--- src/rtl/zxuno_regmaster_pkg.sv ---
// Shared types and constants for the ZX-UNO register bus master.
// Holds the sequencer state encoding, default port addresses and the phase-counter width helper.
package zxuno_regmaster_pkg;

    typedef enum logic [2:0] {
        IDLE     = 3'd0,
        A_SETUP  = 3'd1,
        A_STROBE = 3'd2,
        A_HOLD   = 3'd3,
        D_SETUP  = 3'd4,
        D_STROBE = 3'd5,
        D_HOLD   = 3'd6,
        DONE     = 3'd7
    } state_e;

    localparam logic [15:0] IOADDR_DEFAULT = 16'hFC3B;
    localparam logic [15:0] IODATA_DEFAULT = 16'hFD3B;

    // Width needed to hold PHASE_CLKS-1 with room for PHASE_CLKS=1.
    function automatic int phase_cnt_width(input int phase_clks);
        return $clog2(phase_clks + 1);
    endfunction

endpackage

--- src/rtl/zxuno_phase_timer.sv ---
// Loadable down-counter that times one bus phase of the register master.
// tc is high on the last cycle of a phase; load restarts the phase at PHASE_CLKS-1.
module zxuno_phase_timer
    import zxuno_regmaster_pkg::*;
#(
    parameter int PHASE_CLKS = 2
) (
    input  logic clk,
    input  logic rst_n,
    input  logic load,
    output logic tc
);

    localparam int            CW     = phase_cnt_width(PHASE_CLKS);
    localparam logic [CW-1:0] RELOAD = CW'(PHASE_CLKS - 1);
    localparam logic [CW-1:0] ZERO   = {CW{1'b0}};
    localparam logic [CW-1:0] ONE    = CW'(1);

    logic [CW-1:0] count_r;

    // Count down to zero and park there until the next state change reloads it.
    always_ff @(posedge clk) begin
        if (!rst_n) begin
            count_r <= RELOAD;
        end else if (load) begin
            count_r <= RELOAD;
        end else if (count_r != ZERO) begin
            count_r <= count_r - ONE;
        end else begin
            count_r <= count_r;
        end
    end

    assign tc = (count_r == ZERO);

endmodule

--- src/rtl/zxuno_regmaster.sv ---
// Z80-style I/O bus master: writes a register index to IOADDR, then writes or reads IODATA.
// Optional last-index cache enabled by defining ZXUNO_REGMASTER_ADDRCACHE_EN.
module zxuno_regmaster
    import zxuno_regmaster_pkg::*;
#(
    parameter logic [15:0] IOADDR     = IOADDR_DEFAULT,
    parameter logic [15:0] IODATA     = IODATA_DEFAULT,
    parameter int          PHASE_CLKS = 2
) (
    input  logic        clk,
    input  logic        rst_n,
    input  logic        req,
    input  logic        rw,
    input  logic [7:0]  reg_addr,
    input  logic [7:0]  wdata,
    output logic        busy,
    output logic        done,
    output logic [7:0]  rdata,
    output logic [15:0] a,
    output logic        iorq_n,
    output logic        rd_n,
    output logic        wr_n,
    output logic [7:0]  dout,
    output logic        dout_oe,
    input  logic [7:0]  din
);

    state_e      state_r;
    state_e      next_s;
    logic        tc_s;
    logic        load_s;
    logic        hit_s;

    logic        rw_r;
    logic [7:0]  reg_addr_r;
    logic [7:0]  wdata_r;

    logic        op_rw_s;
    logic [7:0]  op_addr_s;
    logic [7:0]  op_wdata_s;

    logic [15:0] a_r;
    logic        iorq_n_r;
    logic        rd_n_r;
    logic        wr_n_r;
    logic [7:0]  dout_r;
    logic        dout_oe_r;
    logic        busy_r;
    logic        done_r;
    logic [7:0]  rdata_r;

    logic [15:0] a_s;
    logic        iorq_n_s;
    logic        rd_n_s;
    logic        wr_n_s;
    logic [7:0]  dout_s;
    logic        dout_oe_s;

    zxuno_phase_timer #(
        .PHASE_CLKS (PHASE_CLKS)
    ) u_phase_timer (
        .clk   (clk),
        .rst_n (rst_n),
        .load  (load_s),
        .tc    (tc_s)
    );

    assign load_s = (next_s != state_r);

`ifdef ZXUNO_REGMASTER_ADDRCACHE_EN
    logic [7:0] cache_idx_r;
    logic       cache_valid_r;

    // Remember the index once the slave has latched it at the end of the A phase.
    always_ff @(posedge clk) begin
        if (!rst_n) begin
            cache_idx_r   <= 8'h00;
            cache_valid_r <= 1'b0;
        end else if ((state_r == A_HOLD) && tc_s) begin
            cache_idx_r   <= reg_addr_r;
            cache_valid_r <= 1'b1;
        end else begin
            cache_idx_r   <= cache_idx_r;
            cache_valid_r <= cache_valid_r;
        end
    end

    assign hit_s = cache_valid_r && (reg_addr == cache_idx_r);
`else
    assign hit_s = 1'b0;
`endif

    // On the accepting edge the capture registers are not loaded yet, so use the live inputs.
    assign op_rw_s    = (state_r == IDLE) ? rw       : rw_r;
    assign op_addr_s  = (state_r == IDLE) ? reg_addr : reg_addr_r;
    assign op_wdata_s = (state_r == IDLE) ? wdata    : wdata_r;

    // Next-state logic: each bus phase advances on the timer's terminal count.
    always_comb begin
        next_s = state_r;
        case (state_r)
            IDLE: begin
                if (req) begin
                    next_s = hit_s ? D_SETUP : A_SETUP;
                end else begin
                    next_s = IDLE;
                end
            end
            A_SETUP:  next_s = tc_s ? A_STROBE : A_SETUP;
            A_STROBE: next_s = tc_s ? A_HOLD   : A_STROBE;
            A_HOLD:   next_s = tc_s ? D_SETUP  : A_HOLD;
            D_SETUP:  next_s = tc_s ? D_STROBE : D_SETUP;
            D_STROBE: next_s = tc_s ? D_HOLD   : D_STROBE;
            D_HOLD:   next_s = tc_s ? DONE     : D_HOLD;
            DONE:     next_s = IDLE;
            default:  next_s = IDLE;
        endcase
    end

    // Bus values for the state being entered, so the registered outputs line up with the state.
    always_comb begin
        a_s       = a_r;
        dout_s    = dout_r;
        dout_oe_s = dout_oe_r;
        iorq_n_s  = 1'b1;
        rd_n_s    = 1'b1;
        wr_n_s    = 1'b1;
        case (next_s)
            IDLE: begin
                dout_oe_s = 1'b0;
            end
            A_SETUP, A_STROBE, A_HOLD: begin
                a_s       = IOADDR;
                dout_s    = op_addr_s;
                dout_oe_s = 1'b1;
                if (next_s == A_STROBE) begin
                    iorq_n_s = 1'b0;
                    wr_n_s   = 1'b0;
                end else begin
                    iorq_n_s = 1'b1;
                    wr_n_s   = 1'b1;
                end
            end
            D_SETUP, D_STROBE, D_HOLD: begin
                a_s = IODATA;
                if (op_rw_s) begin
                    dout_s    = op_wdata_s;
                    dout_oe_s = 1'b1;
                end else begin
                    dout_oe_s = 1'b0;
                end
                if (next_s == D_STROBE) begin
                    iorq_n_s = 1'b0;
                    wr_n_s   = ~op_rw_s;
                    rd_n_s   = op_rw_s;
                end else begin
                    iorq_n_s = 1'b1;
                    wr_n_s   = 1'b1;
                    rd_n_s   = 1'b1;
                end
            end
            DONE: begin
                dout_oe_s = dout_oe_r;
            end
            default: begin
                dout_oe_s = 1'b0;
            end
        endcase
    end

    // State, request capture and all registered outputs.
    always_ff @(posedge clk) begin
        if (!rst_n) begin
            state_r    <= IDLE;
            rw_r       <= 1'b0;
            reg_addr_r <= 8'h00;
            wdata_r    <= 8'h00;
            a_r        <= 16'h0000;
            iorq_n_r   <= 1'b1;
            rd_n_r     <= 1'b1;
            wr_n_r     <= 1'b1;
            dout_r     <= 8'h00;
            dout_oe_r  <= 1'b0;
            busy_r     <= 1'b0;
            done_r     <= 1'b0;
            rdata_r    <= 8'h00;
        end else begin
            state_r <= next_s;
            if ((state_r == IDLE) && req) begin
                rw_r       <= rw;
                reg_addr_r <= reg_addr;
                wdata_r    <= wdata;
            end else begin
                rw_r       <= rw_r;
                reg_addr_r <= reg_addr_r;
                wdata_r    <= wdata_r;
            end
            a_r       <= a_s;
            iorq_n_r  <= iorq_n_s;
            rd_n_r    <= rd_n_s;
            wr_n_r    <= wr_n_s;
            dout_r    <= dout_s;
            dout_oe_r <= dout_oe_s;
            busy_r    <= (next_s != IDLE);
            done_r    <= (next_s == DONE);
            // Sample the slave on the final strobe cycle, while rd_n is still low.
            if ((state_r == D_STROBE) && tc_s && !rw_r) begin
                rdata_r <= din;
            end else begin
                rdata_r <= rdata_r;
            end
        end
    end

    assign a       = a_r;
    assign iorq_n  = iorq_n_r;
    assign rd_n    = rd_n_r;
    assign wr_n    = wr_n_r;
    assign dout    = dout_r;
    assign dout_oe = dout_oe_r;
    assign busy    = busy_r;
    assign done    = done_r;
    assign rdata   = rdata_r;

endmodule

--- config.mk ---
export PLATFORM = sky130hd
export DESIGN_NAME = zxuno_regmaster
export DESIGN_NICKNAME = d
export VERILOG_FILES = /design/src/rtl/zxuno_regmaster_pkg.sv /design/src/rtl/zxuno_phase_timer.sv /design/src/rtl/zxuno_regmaster.sv
export SDC_FILE = /design/constraint.sdc
export NUM_CORES = 1
export LEC_CHECK = 0
export ABC_AREA = 1
export CAP_MARGIN = 30
export CORE_ASPECT_RATIO = 0.9
export CORE_MARGIN = 2
export CORE_UTILIZATION = 51
export DETAILED_ROUTE_END_ITERATION = 8
export PLACE_DENSITY = 0.95
export SLEW_MARGIN = 20
export SYNTH_ARGS = -nofsm -noshare
export SYNTH_HDL_FRONTEND = slang
export SYNTH_SLANG_ARGS = --single-unit
--- constraint.sdc ---
create_clock -name clk -period 3.2 [get_ports clk]
set_input_delay 0.32 -clock clk [delete_from_list [all_inputs] [get_ports clk]]
set_output_delay 0.32 -clock clk [all_outputs]
set_load 0.005 [all_outputs]
==> metrics, run 1 <==
status finished clean; Flop pwr share 0.466; share of layout cells above drive strength 1 0.06233; Via-to-Cell Ratio 4.842; Avg Inst Size Synth 7.014 sq um; die height 67.43 um; Placed Area 2821 sq um; post-route setup TNS 0 ps; Max Cap Viol 0; footprint of the multi-input gates 1039 sq um; TritonCTS clock tree done; most area-hungry cell type in the Yosys netlist dfxtp_1; CTS H-tree lvls 2; most frequent cells in the layout nand2_1 (73), clkdlybuf4s50_1 (61), dfxtp_1 (46); Routed Antenna Nets 0; row count 23; CP Max Fanout 35; Seq. cell area 920.9 sq um; combinational share of power 0.305; synthesized area 2280 sq um; clk buf depth 2; # IOs 66; clock slew at reported path FFs 80 ps; fin area 2900 sq um; hold buffer count at cts 0; filler cell count 385; number of vias in the routed layout 2087; Synth warnings 0; DRC viols 0; PostCTS Resize Cnt 0; pin count of the biggest net entering global routing 36; initial core utilization 0.5212; sequential area share after synthesis 0.4040; Yosys top cell area share 0.4040; synthesized instance count 325; ranking of synthesized cells by area dfxtp_1 (40%), nand2_1 (12%), a21oi_1 (6.6%), inv_1 (6.6%), nand3_1 (5.9%); Overall Power 1.440 mW; Final period util 0.7124; Setup CP Type reg2reg; TritonCTS buffer count 5; Nets 399; n_diodes 0; LEAKAGE 1.260 nW; Int Pwr 0.9929 mW; worst path required time 3390 ps; clk root buf clkbuf_8; Area Overhead vs Synth 27.22%; PwrDens 496.4 nW/um^2; GPL Wtd Cong 0.8429; Clock Power Share 0.229; floorplan core area 4374 sq um; FMAX 438.7 MHz; Slew HR 0.5580; vias in the first global route 1852; Arr. time, crit path 2470 ps; sw frac 0.3103; GRT Total Usage 0.2105; clock sinks 46; grt total ovfl 0; Port Buffers 61; Worst Tran Pin Value 662.3 ps; crit start category flip-flop; DR pass1 iterations 4; Routed WL 4.920 mm; Routed WL per cell 11.42 um; skew final 5.418 ps; P_sw 0.4468 mW; DIE AREA 5021 sq um; Peak supply drop 0.0002206 V; final setup violation count 0; Yosys cell types 26; Hold Fails Final Rpt 0; Worst-Skew Late Latency 300 ps; initial antenna violation count 0; RSZ-0062 raised after global routing false; post-layout min period 2280 ps; Crit. End Element flip-flop; Slew Viols, Final 0; DRT iter0 DRCs 114; post-CTS setup buffer count 0; Horiz. Die Dim 74.48 um; Hold Path Class reg2reg; first-pass GRT wire length 8.142 mm; HPWL after DPL 3.618 mm; most common cell after layout, fill and taps aside nand2_1; FF+latch count, synth 46
## logic make-up after synthesis
family	count (synthesis)	synth area share
adders and majority gates	2	0.01098
AOI/OAI and AO/OA	60	0.1405
DFF	46	0.4040
and+or+nand+nor	144	0.2975
other	1	0.001645
buffers and inverters	72	0.1454
## metal layers
| layer | share of wire | track usage | up-vias |
|---|---|---|---|
| met5 | 0 | 0 | - |
| met4 | 0.022 | 0.08482 | 0 |
| met3 | 0.062 | 0.04478 | 11 |
| met2 | 0.46 | 0.3462 | 72 |
| met1 | 0.46 | 0.2691 | 902 |
| li1 | - | - | 1102 |
## power groups by stage
stage                     logic [mW]  clock network, mW  registers (mW)
after floorplan                0.291                  0           0.680
after global placement         0.423                  0           0.681
after detailed placement       0.436                  0           0.684
after CTS                      0.439              0.344           0.671
after global routing           0.495              0.356           0.678
final                          0.438              0.330           0.671
## layout make-up
type | instances | area share
clock buffers | 5 | 0.02373
clock inverters | 2 | 0.003451
inverters | 44 | 0.05738
multi-input cells | 210 | 0.3581
flip-flops and latches | 46 | 0.3175
well taps | 62 | 0.02675
repair buffers | 62 | 0.2131
## cell usage after synthesis, drive strengths merged
cell type and number:
a21oi 30, buf 19, clkbuf 9, clkinv 1, conb 1, dfxtp 46
ha 2, inv 43, nand2 77, nand3 30, nand3b 6, nand4 4
nor2 27, o21ai 28, o21bai 1, o31ai 1
## registers in the layout, summed over array words and instances, names as in the netlist
signal and count:
dout 8, rdata 8, reg_addr_r 8, wdata_r 8
state_r 3, a 2, u_phase_timer.count_r 2, busy 1
done 1, dout_oe 1, iorq_n 1, rd_n 1
rw_r 1, wr_n 1
## worst paths after layout
kind / from / to / slack, ps / cells past startpoint
max reg2reg: state_r[0] / a[14] / 920 / 7
min reg2reg: rdata[7] / rdata[7] / 440 / 2
max: state_r[0] / a[14] / 920 / 7
min: rdata[7] / rdata[7] / 440 / 2
## stage by stage
stage          setup slack, ps  utilization  hold slack [ps]  std cells
6_report                 920.3       0.6630            444.1        431
4_1_cts                  931.4       0.6630            448.9        431
5_1_grt                  648.0       0.6630            465.0        431
3_5_place_dp             943.6       0.6450            436.2        424
2_1_floorplan             1568            -            423.7        328
3_3_place_gp              1071       0.6450            431.4        424
## critical path, cell delays in order, from the launching register on
cell	delay, ps
dfxtp_1	420
inv_1	330
nand3_4	420
nand3_4	200
o21ai_2	430
nand2_1	190
nor2_1	120
nor2_1	40
Power figures use the tool's default switching activity.
==> inputs of run 2 (changes only) <==
- CORE_UTILIZATION: 51 -> 47
- PLACE_DENSITY: 0.95 -> 0.89
- clock period: 3.2 -> 2.3 ns (I/O delays scaled with it)
==> run 2 against run 1 <==
Compared with the run above: via count grew 4.2%; clock power increased by 85%; first-iteration DRC count increased by 62%; global-route usage shrank 1.3 points; die area is 8.0% higher; register-to-register slack worse by 610 ps; count of clock-buffer cells in the layout stayed put; sequential cell count unchanged; non-clock buffer count up 5; cell count grew 2.1%; final area is 2.6% higher; sequential power is 39% higher; largest cell class unchanged.
==> metrics, run 2 (synthesis results as in run 1) <==
hold_ws 448.4 ps (+4.279 ps); first-pass GRT wire length 8.749 mm (+7.5%); row count 24 (+4.3%); FMAX 501.5 MHz (+14%); Nets 404 (+1.3%); r2r setup slk 310 ps (-610 ps); status finished clean; DIE AREA 5424 sq um (+8.0%); TritonCTS buffer count 5 (unchanged); Placed Area 2863 sq um (+1.5%); DRC viols 0 (unchanged); Inst Count DP 432 (+1.9%); Max Cap Viol 0 (unchanged); Routed WL per cell 11.73 um (+2.7%); Routed Antenna Nets 0 (unchanged); post-route setup TNS 0 ps (unchanged); skew final 10.35 ps (+4.936 ps); CTS H-tree lvls 2 (unchanged); Final period util 0.8669 (+0.1545); fin area 2977 sq um (+2.6%); post-CTS setup buffer count 0 (unchanged); Via-to-Cell Ratio 4.943 (+2.1%); DR pass1 iterations 4 (unchanged); Layout Utilization 0.6274 (-0.03567); post-layout min period 1994 ps (-285.9 ps); RSZ-0062 raised after global routing false; final setup margin 306.2 ps (-614.1 ps); most common cell after layout, fill and taps aside nand2_1; share of layout cells above drive strength 1 0.07733 (+0.01500); HPWL after DPL 3.753 mm (+3.8%); clk root buf clkbuf_8; floorplan core area 4745 sq um (+8.5%); GPL Wtd Cong 0.8383 (-0.55%); DRT iter0 DRCs 185 (+62%); Crit. End Element flip-flop; Hold Path Class reg2reg; initial core utilization 0.4805 (-0.04068); most frequent cells in the layout nand2_1 (73), clkdlybuf4s50_1 (61), dfxtp_1 (46); Overall Power 2.174 mW (+51%); GRT Total Usage 0.1977 (-0.01276); Setup CP Type reg2reg; Slew HR 0.6330 (+0.07497); PostCTS Resize Cnt 0 (unchanged); Arr. time, crit path 2230 ps (-240 ps); Area Overhead vs Synth 30.57%; pin count of the biggest net entering global routing 35 (-2.8%); crit start category flip-flop; LEAKAGE 1.290 nW (+2.4%); clock sinks 46 (unchanged); Routed WL 5.159 mm (+4.9%); die height 70.07 um (+3.9%); Horiz. Die Dim 77.41 um (+3.9%); grt total ovfl 0 (unchanged); Place WS 351.0 ps (-592.6 ps); TritonCTS clock tree done; PwrDens 730.4 nW/um^2 (+47%); initial antenna violation count 0 (unchanged); number of vias in the routed layout 2175 (+4.2%); Worst-Skew Late Latency 300 ps (about the same); Port Buffers 61 (unchanged); final setup violation count 0 (unchanged); worst path required time 2540 ps (-850 ps); clock slew at reported path FFs 90 ps (about the same); Peak supply drop 0.0004376 V (+98%); hold buffer count at cts 0 (unchanged); Worst Tran Pin Value 548.9 ps (-113.4 ps); # IOs 66 (unchanged); Slew Viols, Final 0 (unchanged); vias in the first global route 1936 (+4.5%); n_diodes 0 (unchanged); Hold Fails Final Rpt 0 (unchanged); final non-filler cell total 440 (+2.1%); CP Max Fanout 11 (-69%); clk buf depth 2 (unchanged)
[run 2: changes by cell type in the layout (fill, tap and decap cells not counted), sizes merged]
cell,previous run,this run
buf,1,6
bufinv,0,1
clkinv,3,1
clkinvlp,0,2
[run 2: per-layer routing]
metal	up-vias	GRT usage	wire length, um
li1	1114	-	-
met1	952	0.2524	2344
met2	102	0.3343	2427
met3	7	0.05039	351
met4	0	0.04960	36
met5	-	0	0
[run 2: layout make-up]
type	instances	area (sq um)
inverters	44	166.4
clock buffers	5	68.82
repair buffers	67	655.6
well taps	65	81.33
multi-input cells	210	1039
fillers	423	1768
flip-flops and latches	46	920.9
clock inverters	3	45.04
[run 2: final timing paths]
kind                                 start       end  cells after the start
setup / recovery  u_phase_timer.count_r[0]   dout[3]                     11
hold / removal                    rdata[5]  rdata[5]                      2
setup reg to reg  u_phase_timer.count_r[0]   dout[3]                     11
hold reg to reg                   rdata[5]  rdata[5]                      2
[run 2: critical path, cell delays in order (launching register included)]
cell and delay, ps:
dfxtp_1 330, inv_1 50, ha_1 270, inv_1 140, nor2_1 50, nand2_1 120, nand3_4 140, o21ai_2 410
nand2_2 150, clkinv_2 120, nor2_1 50, nor2_1 90
[run 2: power by group]
group	leakage (nW)	switching [mW]	internal [mW]	total (mW)
registers	0.378	0.0532	0.883	0.936
clock network	0.0504	0.287	0.323	0.611
logic	0.861	0.320	0.308	0.627
total	1.29	0.660	1.51	2.17
